===== src/rtl/irq_sequencer.sv =====
// Edge-latched, fixed-priority interrupt sequencer that drives the alert/vector handshake into IF.
// Optional IRQ_SYNC_EN adds a 2-flop synchronizer on every irq_req line ahead of edge detection.
module irq_sequencer #(
    parameter int          NUM_SRC     = 4,
    parameter logic [31:0] VEC_BASE    = 32'h0000_0100,
    parameter logic [31:0] VEC_STRIDE  = 32'h10,
    parameter int          ACK_TIMEOUT = 15,
    localparam int         SW          = $clog2(NUM_SRC)
) (
    input  logic               clk,
    input  logic               rst_n,
    input  logic [NUM_SRC-1:0] irq_req,
    input  logic               cfg_we,
    input  logic [NUM_SRC-1:0] cfg_wdata,
    input  logic               stall,
    input  logic               flush,
    input  logic               interrupt_mask,
    input  logic               interrupt,
    input  logic               reti,
    output logic               alert,
    output logic [31:0]        isr_vector,
    output logic [SW-1:0]      active_src,
    output logic               in_service,
    output logic [NUM_SRC-1:0] pending,
    output logic [NUM_SRC-1:0] irq_en,
    output logic               ack_err
);

    typedef enum logic [1:0] {IDLE, ALERT, SERVICE} state_t;

    state_t             state, state_n;
    logic [7:0]         cnt, cnt_n;
    logic [NUM_SRC-1:0] req_s, prev, rise, eligible, pending_n;
    logic [SW-1:0]      winner;
    logic               latch, clr, err_set;

`ifdef IRQ_SYNC_EN
    logic [NUM_SRC-1:0] sync1, sync2;
    always_ff @(posedge clk or negedge rst_n) begin
        if (!rst_n) begin
            sync1 <= '0;
            sync2 <= '0;
        end else begin
            sync1 <= irq_req;
            sync2 <= sync1;
        end
    end
    assign req_s = sync2;
`else
    assign req_s = irq_req;
`endif

    assign rise     = req_s & ~prev;
    assign eligible = pending & irq_en;
    assign alert      = (state == ALERT);
    assign in_service = (state == SERVICE);

    // Scan high to low so the lowest eligible index is the last write.
    always_comb begin
        winner = '0;
        for (int i = NUM_SRC - 1; i >= 0; i--)
            if (eligible[i]) winner = SW'(i);
    end

    always_comb begin
        state_n = state;
        cnt_n   = cnt;
        latch   = 1'b0;
        clr     = 1'b0;
        err_set = 1'b0;
        case (state)
            IDLE: begin
                if (|eligible && !interrupt_mask && !stall && !flush) begin
                    state_n = ALERT;
                    latch   = 1'b1;
                    cnt_n   = '0;
                end
            end
            ALERT: begin
                if (interrupt) begin
                    state_n = SERVICE;
                    clr     = 1'b1;
                end else if (flush) begin
                    state_n = IDLE;
                end else begin
                    cnt_n = cnt + 8'd1;
                    if (cnt_n == 8'(ACK_TIMEOUT)) begin
                        state_n = IDLE;
                        err_set = 1'b1;
                    end
                end
            end
            SERVICE: if (reti) state_n = IDLE;
            default: state_n = IDLE;
        endcase
    end

    // A fresh edge on the bit being acknowledged survives the clear.
    always_comb begin
        pending_n = pending;
        if (clr) pending_n[active_src] = 1'b0;
        pending_n = pending_n | rise;
    end

    always_ff @(posedge clk or negedge rst_n) begin
        if (!rst_n) begin
            state      <= IDLE;
            cnt        <= '0;
            prev       <= '0;
            pending    <= '0;
            irq_en     <= '1;
            active_src <= '0;
            isr_vector <= '0;
            ack_err    <= 1'b0;
        end else begin
            state   <= state_n;
            cnt     <= cnt_n;
            prev    <= req_s;
            pending <= pending_n;
            if (cfg_we) irq_en <= cfg_wdata;
            if (latch) begin
                active_src <= winner;
                isr_vector <= VEC_BASE + 32'(winner) * VEC_STRIDE;
            end
            if (err_set) ack_err <= 1'b1;
        end
    end

endmodule


===== config.mk =====
export PLATFORM = sky130hd
export DESIGN_NAME = irq_sequencer
export DESIGN_NICKNAME = d
export VERILOG_FILES = /design/src/rtl/irq_sequencer.sv
export SDC_FILE = /design/constraint.sdc
export NUM_CORES = 1
export LEC_CHECK = 0
export CORE_MARGIN = 2
export CORE_UTILIZATION = 46
export CTS_CLUSTER_DIAMETER = 40
export DETAILED_ROUTE_END_ITERATION = 10
export PLACE_DENSITY = 0.92
export SYNTH_ARGS = -nofsm -noshare
export SYNTH_HDL_FRONTEND = slang
export SYNTH_SLANG_ARGS = --single-unit

===== constraint.sdc =====
create_clock -name clk -period 3.95 [get_ports clk]
set_input_delay 0.79 -clock clk [delete_from_list [all_inputs] [get_ports clk]]
set_output_delay 0.79 -clock clk [all_outputs]
set_load 0.05 [all_outputs]

==> metrics.log, run 1 <==
[metrics] run status: finished clean
[metrics] power density normalized to cell area: 441 nW/um2
[metrics] Post-synth top cells: 31 x buf_4, 22 x dfrtp_1, 12 x o21ai_0
[metrics] ANT nets after route: 0
[metrics] Unique masters post-synth: 39
[metrics] Worst Skew: 0.00115 ns
[metrics] worst hold stages: 1
[metrics] # Max-Cap Violations: 0
[metrics] number of rows created at floorplan: 20
[metrics] Slew HR: 0.275
[metrics] global-route total usage across every layer: 0.179
[metrics] post-synthesis sequential element count: 26
[metrics] Hold/Removal Path Class: register to register
[metrics] total iterations of the first detailed-routing run: 4
[metrics] CP Capture Type: output port
[metrics] largest area contributor in the synthesized netlist: dfrtp_1
[metrics] total of fill cells in the finished design: 257
[metrics] Total Neg Setup Slack: 0 ns
[metrics] uppermost routed layer: met4
[metrics] cell family with most CP delay: buffers and inverters
[metrics] number of nets in the finished design: 198
[metrics] final setup violation count: 0
[metrics] Max stage delay on crit path: 0.83 ns
[metrics] Die Area: 3640 um2
[metrics] clock-pin slew on the worst setup and hold paths: 0.14 ns
[metrics] Slowest cell on crit path: clkdlybuf4s50_1
[metrics] routed length on met1: 1240 um
[metrics] post_cts resized: 0
[metrics] Peak VDD IR: 0.168 mV
[metrics] area of the mapped netlist: 1460 um2
[metrics] count of final max-slew check failures: 0
[metrics] average vias per placed instance: 5.01
[metrics] overflow left after global routing: 0
[metrics] final cycle utilization of the critical path: 0.681
[metrics] Residual DRC: 0
[metrics] Post-CTS Hold Buffers: 0
[metrics] met3 wirelength from detailed routing: 144 um
[metrics] post-synth top area share: 0.377
[metrics] worst hold-check slack: 0.427 ns
[metrics] Clk Latency, worst-skew pair: 0.32 ns
[metrics] ordered list of cells on the worst path: nand2b_4, inv_1, clkdlybuf4s50_1
[metrics] HPWL reported at the end of detailed placement: 2220 um
[metrics] Max Clock Freq: 372 MHz
[metrics] Final Instance Count excl. Fillers: 223
[metrics] dominant cell by count in the synthesized netlist: buf_4
[metrics] overall routed net length: 2940 um
[metrics] initial core utilization: 0.482
[metrics] largest fanout on the critical path: 6
[metrics] number of warnings reported in the yosys synthesis log: 0
[metrics] maximum number of pins on one net before global-route repair: 26
[metrics] average cell area after synthesis: 9.93 um2
[metrics] time the final worst path needs with I/O delays and setup: 2.69 ns
[metrics] slew of the pin with the lowest slew margin: 1.08 ns
[metrics] Iter 0 DRT Violations: 80
[metrics] area of combinational cells with multiple inputs: 634 um2
[metrics] worst setup path end: alert
[metrics] beginning of the worst register-to-register path: pending[3]$_DFF_PN0_
[metrics] fraction of the yosys area taken by sequential cells: 0.449
[metrics] critical path depth in cells: 3
[metrics] first-pass GRT wire length: 4800 um
[metrics] DR vias: 1117
[metrics] H-tree depth: 1
[metrics] I/O pin total: 61
[metrics] buffer and inverter count on the worst path: 2
[metrics] total core area: 3030 um2
[metrics] unrepaired setup endpoints after global routing: false
[metrics] Worst R2R End: cnt[3]$_DFFE_PN0P_
[metrics] layout cells sized above 1: 0.0894
[metrics] post-synthesis async set-or-reset flop share: 1.00
[metrics] number of antenna violations at the first check in global routing: 0
[metrics] post-synthesis to final-layout area growth: 20.1%
[metrics] Util after Layout: 0.579
[metrics] number of sinks handled by clock tree synthesis: 26
[metrics] count of flip-flops with a built-in enable after synthesis: 0
[metrics] detailed-route wire length per cell: 13.2 um
[metrics] minimum setup slack among reg-to-reg paths: 2.03 ns
[metrics] horizontal extent of the die: 60.3 um
[metrics] Crit path arrival time: 1.90 ns
[metrics] Root Buffer: clkbuf_4
[metrics] number of global-route vias before repair: 1011
[metrics] Setup Fix Bufs, Post-CTS: 0
[metrics] category of the most critical setup path: register to output port
[metrics] count of final hold-check violations: 0
[metrics] number of standard cells after synthesis: 147
[metrics] leading post-synthesis cells by cell area: dfrtp_1 38%, buf_4 16%, dfstp_2 7.2%, o21ai_0 4.1%, mux2_2 3.1%
[metrics] CP startpoint kind: register
[metrics] number of I/O port buffers: 31
[metrics] Worst EP required: 3.16 ns
[metrics] dominant register cell in the synthesized netlist: dfrtp_1
[metrics] met2 wire len: 1490 um
[metrics] CTS tree: yes
[metrics] Routability Congestion: 0.837
[metrics] total area of sequential cells: 656 um2
[metrics] R2R cell count: 4
[metrics] total CTS buffers: 3
[metrics] height of the die: 60.3 um
[metrics] number of buffers between clock root and the deepest sink: 2
[metrics] first element of the critical path: state[1]$_DFFE_PN0P_
[metrics] leakage dissipation: 0.800 nW
[metrics] diode insertion count for antenna repair: 0
[metrics] number of cells after detailed placement: 219
## worst min path at each step
stage          slack (ns)               from              endpoint
3_3_place_gp         0.40  prev[0]$_DFF_PN0_  pending[0]$_DFF_PN0_
6_report             0.43  prev[3]$_DFF_PN0_  pending[3]$_DFF_PN0_
5_1_grt              0.45  prev[1]$_DFF_PN0_  pending[1]$_DFF_PN0_
2_1_floorplan        0.40  prev[0]$_DFF_PN0_  pending[0]$_DFF_PN0_
4_1_cts              0.43  prev[1]$_DFF_PN0_  pending[1]$_DFF_PN0_
3_5_place_dp         0.41  prev[1]$_DFF_PN0_  pending[1]$_DFF_PN0_
## through the flow
step	total power [W]	worst slack (ns)	instance area (um2)
2_1_floorplan	0.000543	2.02	1570
3_3_place_gp	0.000591	1.41	1700
3_5_place_dp	0.000595	1.31	1700
4_1_cts	0.000776	1.26	1750
5_1_grt	0.000812	1.18	1750
6_report	0.000774	1.26	1750
## layout make-up
cell class	count	share of cell area
clock buffer	3	0.0128
multi-input combinational	107	0.362
clock inverter	1	0.0171
inverter	10	0.0214
timing repair buffer	32	0.181
sequential	26	0.374
tap	44	0.0314
## logic make-up (layout without fill, tap and decap cells)
kind of cell | after synthesis | in the layout | share of synthesized area
fa+ha+maj | 2 | 2 | 0.0171
xor+xnor | 4 | 4 | 0.0240
mux | 5 | 5 | 0.0377
other cells | 1 | 29 | 0.00257
simple gates | 33 | 33 | 0.128
flops | 26 | 26 | 0.449
compound gates | 34 | 34 | 0.153
buf+inv | 42 | 46 | 0.189
## sequential cells by signal, summed over array words and instances (netlist names)
| signal | flops |
|---|---|
| irq_en | 4 |
| pending | 4 |
| state | 2 |
| active_src | 1 |
| ack_err | 1 |
| prev | 4 |
| isr_vector | 2 |
| cnt | 8 |
## placed cells by master, fill, tap and decap left out, types with 2 or more instances in the layout
| cell type | instances |
|---|---|
| a21o_1 | 2 |
| o31ai_1 | 3 |
| ha_1 | 2 |
| clkdlybuf4s50_1 | 31 |
| nand2_1 | 5 |
| xor2_1 | 3 |
| nor2_1 | 7 |
| conb_1 | 29 |
| nor3_1 | 2 |
| dfstp_2 | 4 |
| dfrtp_1 | 22 |
| o21ai_0 | 12 |
| and3_1 | 2 |
| a31oi_1 | 2 |
| mux2_2 | 4 |
| inv_1 | 10 |
| o22ai_1 | 2 |
| clkbuf_4 | 3 |
| nand3_1 | 7 |
| a21oi_1 | 3 |
| a22o_1 | 3 |
| nand4_1 | 2 |
## metal layers
metal	vias up	GRT usage
met1	542	0.245
li1	520	-
met3	6	0.0235
met5	-	0
met2	49	0.280
met4	0	0.0889
## power breakdown
part | total [W] | switching [W] | internal, W
logic | 0.000261 | 0.000184 | 0.0000764
registers | 0.000331 | 0.0000367 | 0.000295
clock network | 0.000182 | 0.0000790 | 0.000103
No activity file was read; power rests on OpenSTA's default activity.
==> inputs of run 2 (changes only) <==
--- a/config.mk
+++ b/config.mk
@@ -6,10 +6,10 @@
 export NUM_CORES = 1
 export LEC_CHECK = 0
 export CORE_MARGIN = 2
-export CORE_UTILIZATION = 46
+export CORE_UTILIZATION = 42
 export CTS_CLUSTER_DIAMETER = 40
 export DETAILED_ROUTE_END_ITERATION = 10
-export PLACE_DENSITY = 0.92
+export PLACE_DENSITY = 0.86
 export SYNTH_ARGS = -nofsm -noshare
 export SYNTH_HDL_FRONTEND = slang
 export SYNTH_SLANG_ARGS = --single-unit
==> constraint.sdc (replaced) <==
create_clock -name clk -period 2.5 [get_ports clk]
set_input_delay 0.5 -clock clk [delete_from_list [all_inputs] [get_ports clk]]
set_output_delay 0.5 -clock clk [all_outputs]
set_load 0.05 [all_outputs]
==> run 2 against run 1 <==
Effect of this change: clock power grew 58%; die area grew 8.9%; sequential power rose by 59%; clock skew grew 0.0020 ns; wire length grew 0.17%; non-clock buffer count rose by 2.
==> metrics.log, run 2 (synthesized netlist as in run 1, its figures left out) <==
[metrics] run status: finished clean
[metrics] largest fanout on the critical path: 6
[metrics] Slew HR: 0.654
[metrics] Die Area: 3960 um2
[metrics] number of antenna violations at the first check in global routing: 0
[metrics] Post-CTS Hold Buffers: 0
[metrics] total core area: 3340 um2
[metrics] start point of the worst hold path: prev[0]$_DFF_PN0_
[metrics] Clk Latency, worst-skew pair: 0.32 ns
[metrics] number of buffers between clock root and the deepest sink: 2
[metrics] average vias per placed instance: 4.76
[metrics] count of final hold-check violations: 0
[metrics] Root Buffer: clkbuf_4
[metrics] category of the most critical setup path: register to output port
[metrics] Internal Dissipation: 0.000750 W
[metrics] CP startpoint kind: register
[metrics] Worst Skew: 0.00313 ns
[metrics] height of the die: 63.0 um
[metrics] post-synthesis to final-layout area growth: 21.3%
[metrics] HPWL reported at the end of detailed placement: 2260 um
[metrics] minimum setup slack among reg-to-reg paths: 0.71 ns
[metrics] post_cts resized: 0
[metrics] clock network fraction of design power: 0.235
[metrics] post-route design area: 1770 um2
[metrics] most used cells in the layout excluding fill and tap cells: 31 x clkdlybuf4s50_1, 29 x conb_1, 22 x dfrtp_1, 12 x o21ai_0, 10 x inv_1
[metrics] Routability Congestion: 0.818
[metrics] final cycle utilization of the critical path: 0.957
[metrics] unrepaired setup endpoints after global routing: false
[metrics] I/O pin total: 61
[metrics] initial core utilization: 0.438
[metrics] leakage dissipation: 0.810 nW
[metrics] layout cells sized above 1: 0.0994
[metrics] number of rows created at floorplan: 21
[metrics] CP Capture Type: output port
[metrics] power density normalized to cell area: 694 nW/um2
[metrics] sequential share of power: 0.427
[metrics] total iterations of the first detailed-routing run: 4
[metrics] number of global-route vias before repair: 1083
[metrics] worst hold stages: 1
[metrics] overflow left after global routing: 0
[metrics] Setup Fix Bufs, Post-CTS: 0
[metrics] total of fill cells in the finished design: 307
[metrics] max FFs per register: 8
[metrics] number of nets in the finished design: 200
[metrics] Max Clock Freq: 418 MHz
[metrics] beginning of the worst register-to-register path: cnt[0]$_DFFE_PN0P_
[metrics] Crit path arrival time: 1.89 ns
[metrics] number of sinks handled by clock tree synthesis: 26
[metrics] first element of the critical path: state[1]$_DFFE_PN0P_
[metrics] Util after Layout: 0.531
[metrics] Final Instance Count excl. Fillers: 227
[metrics] final setup violation count: 0
[metrics] slew of the pin with the lowest slew margin: 0.517 ns
[metrics] clock-pin slew on the worst setup and hold paths: 0.14 ns
[metrics] Psw: 0.000478 W
[metrics] largest register by flop count: cnt
[metrics] Worst EP required: 2.00 ns
[metrics] maximum number of pins on one net before global-route repair: 27
[metrics] first-pass GRT wire length: 4910 um
[metrics] total CTS buffers: 3
[metrics] # Max-Cap Violations: 0
[metrics] diode insertion count for antenna repair: 0
[metrics] switching part of the total: 0.389
[metrics] leading cell type in the layout, fill and taps excluded: clkdlybuf4s50_1
[metrics] number of cells after detailed placement: 223
[metrics] horizontal extent of the die: 63.0 um
[metrics] time the final worst path needs with I/O delays and setup: 2.39 ns
[metrics] ANT nets after route: 0
[metrics] Hold/Removal Path Class: register to register
[metrics] H-tree depth: 1
[metrics] DR vias: 1081
[metrics] Total Neg Setup Slack: 0 ns
[metrics] global-route total usage across every layer: 0.153
[metrics] post-place instance area: 1720 um2
[metrics] detailed-route wire length per cell: 13.0 um
[metrics] Peak VDD IR: 0.206 mV
[metrics] Gate power share: 0.338
[metrics] Residual DRC: 0
[metrics] CTS tree: yes
[metrics] R2R cell count: 5
[metrics] number of I/O port buffers: 31
[metrics] count of final max-slew check failures: 0
[metrics] Iter 0 DRT Violations: 59
[metrics] overall routed net length: 2940 um
run 2: power groups by stage:
stage	Clock, W	Combinational (W)	Sequential (W)
after floorplan	0	0.000262	0.000595
final	0.000288	0.000415	0.000525
after detailed placement	0	0.000415	0.000531
after CTS	0.000292	0.000416	0.000524
after global placement	0	0.000409	0.000528
after global routing	0.000307	0.000434	0.000533
run 2: final cells by class:
type | count | area (um2) | share of cell area
clock buffers | 3 | 22.5 | 0.0127
well taps | 46 | 57.6 | 0.0325
flip-flops and latches | 26 | 656 | 0.370
clock inverters | 1 | 30.0 | 0.0170
multi-input cells | 107 | 634 | 0.358
inverters | 10 | 37.5 | 0.0212
repair buffers | 34 | 333 | 0.188
run 2: worst paths after layout:
| kind | end |
|---|---|
| max | alert |
| min | pending[0]$_DFF_PN0_ |
| max reg2reg | state[0]$_DFFE_PN0P_ |
| min reg2reg | pending[0]$_DFF_PN0_ |
| max in group asynchronous | irq_en[1]$_DFFE_PN1P_ |
| min in group asynchronous | isr_vector[8]$_DFFE_PN0P_ |
run 2: critical path: stages (launching register included):
cell	delay [ns]
dfrtp_1	0.44
nand2b_4	0.17
inv_1	0.13
clkdlybuf4s50_1	0.83
run 2: routing by layer:
layer  vias up  track usage  wire, um
li1        526            -         -
met1       508        0.203      1260
met2        43        0.245      1490
met3         4       0.0252       151
met4         0       0.0694        40
met5         -            0         0
run 2: stage by stage:
stage | total power, W | hold slack (ns) | worst slack (ns)
detailed placement | 0.000946 | 0.411 | 0.331
global placement | 0.000937 | 0.402 | 0.397
floorplan | 0.000857 | 0.204 | 0.651
global route | 0.00127 | 0.449 | 0.0242
finish | 0.00123 | 0.427 | 0.108
CTS | 0.00123 | 0.431 | 0.0938
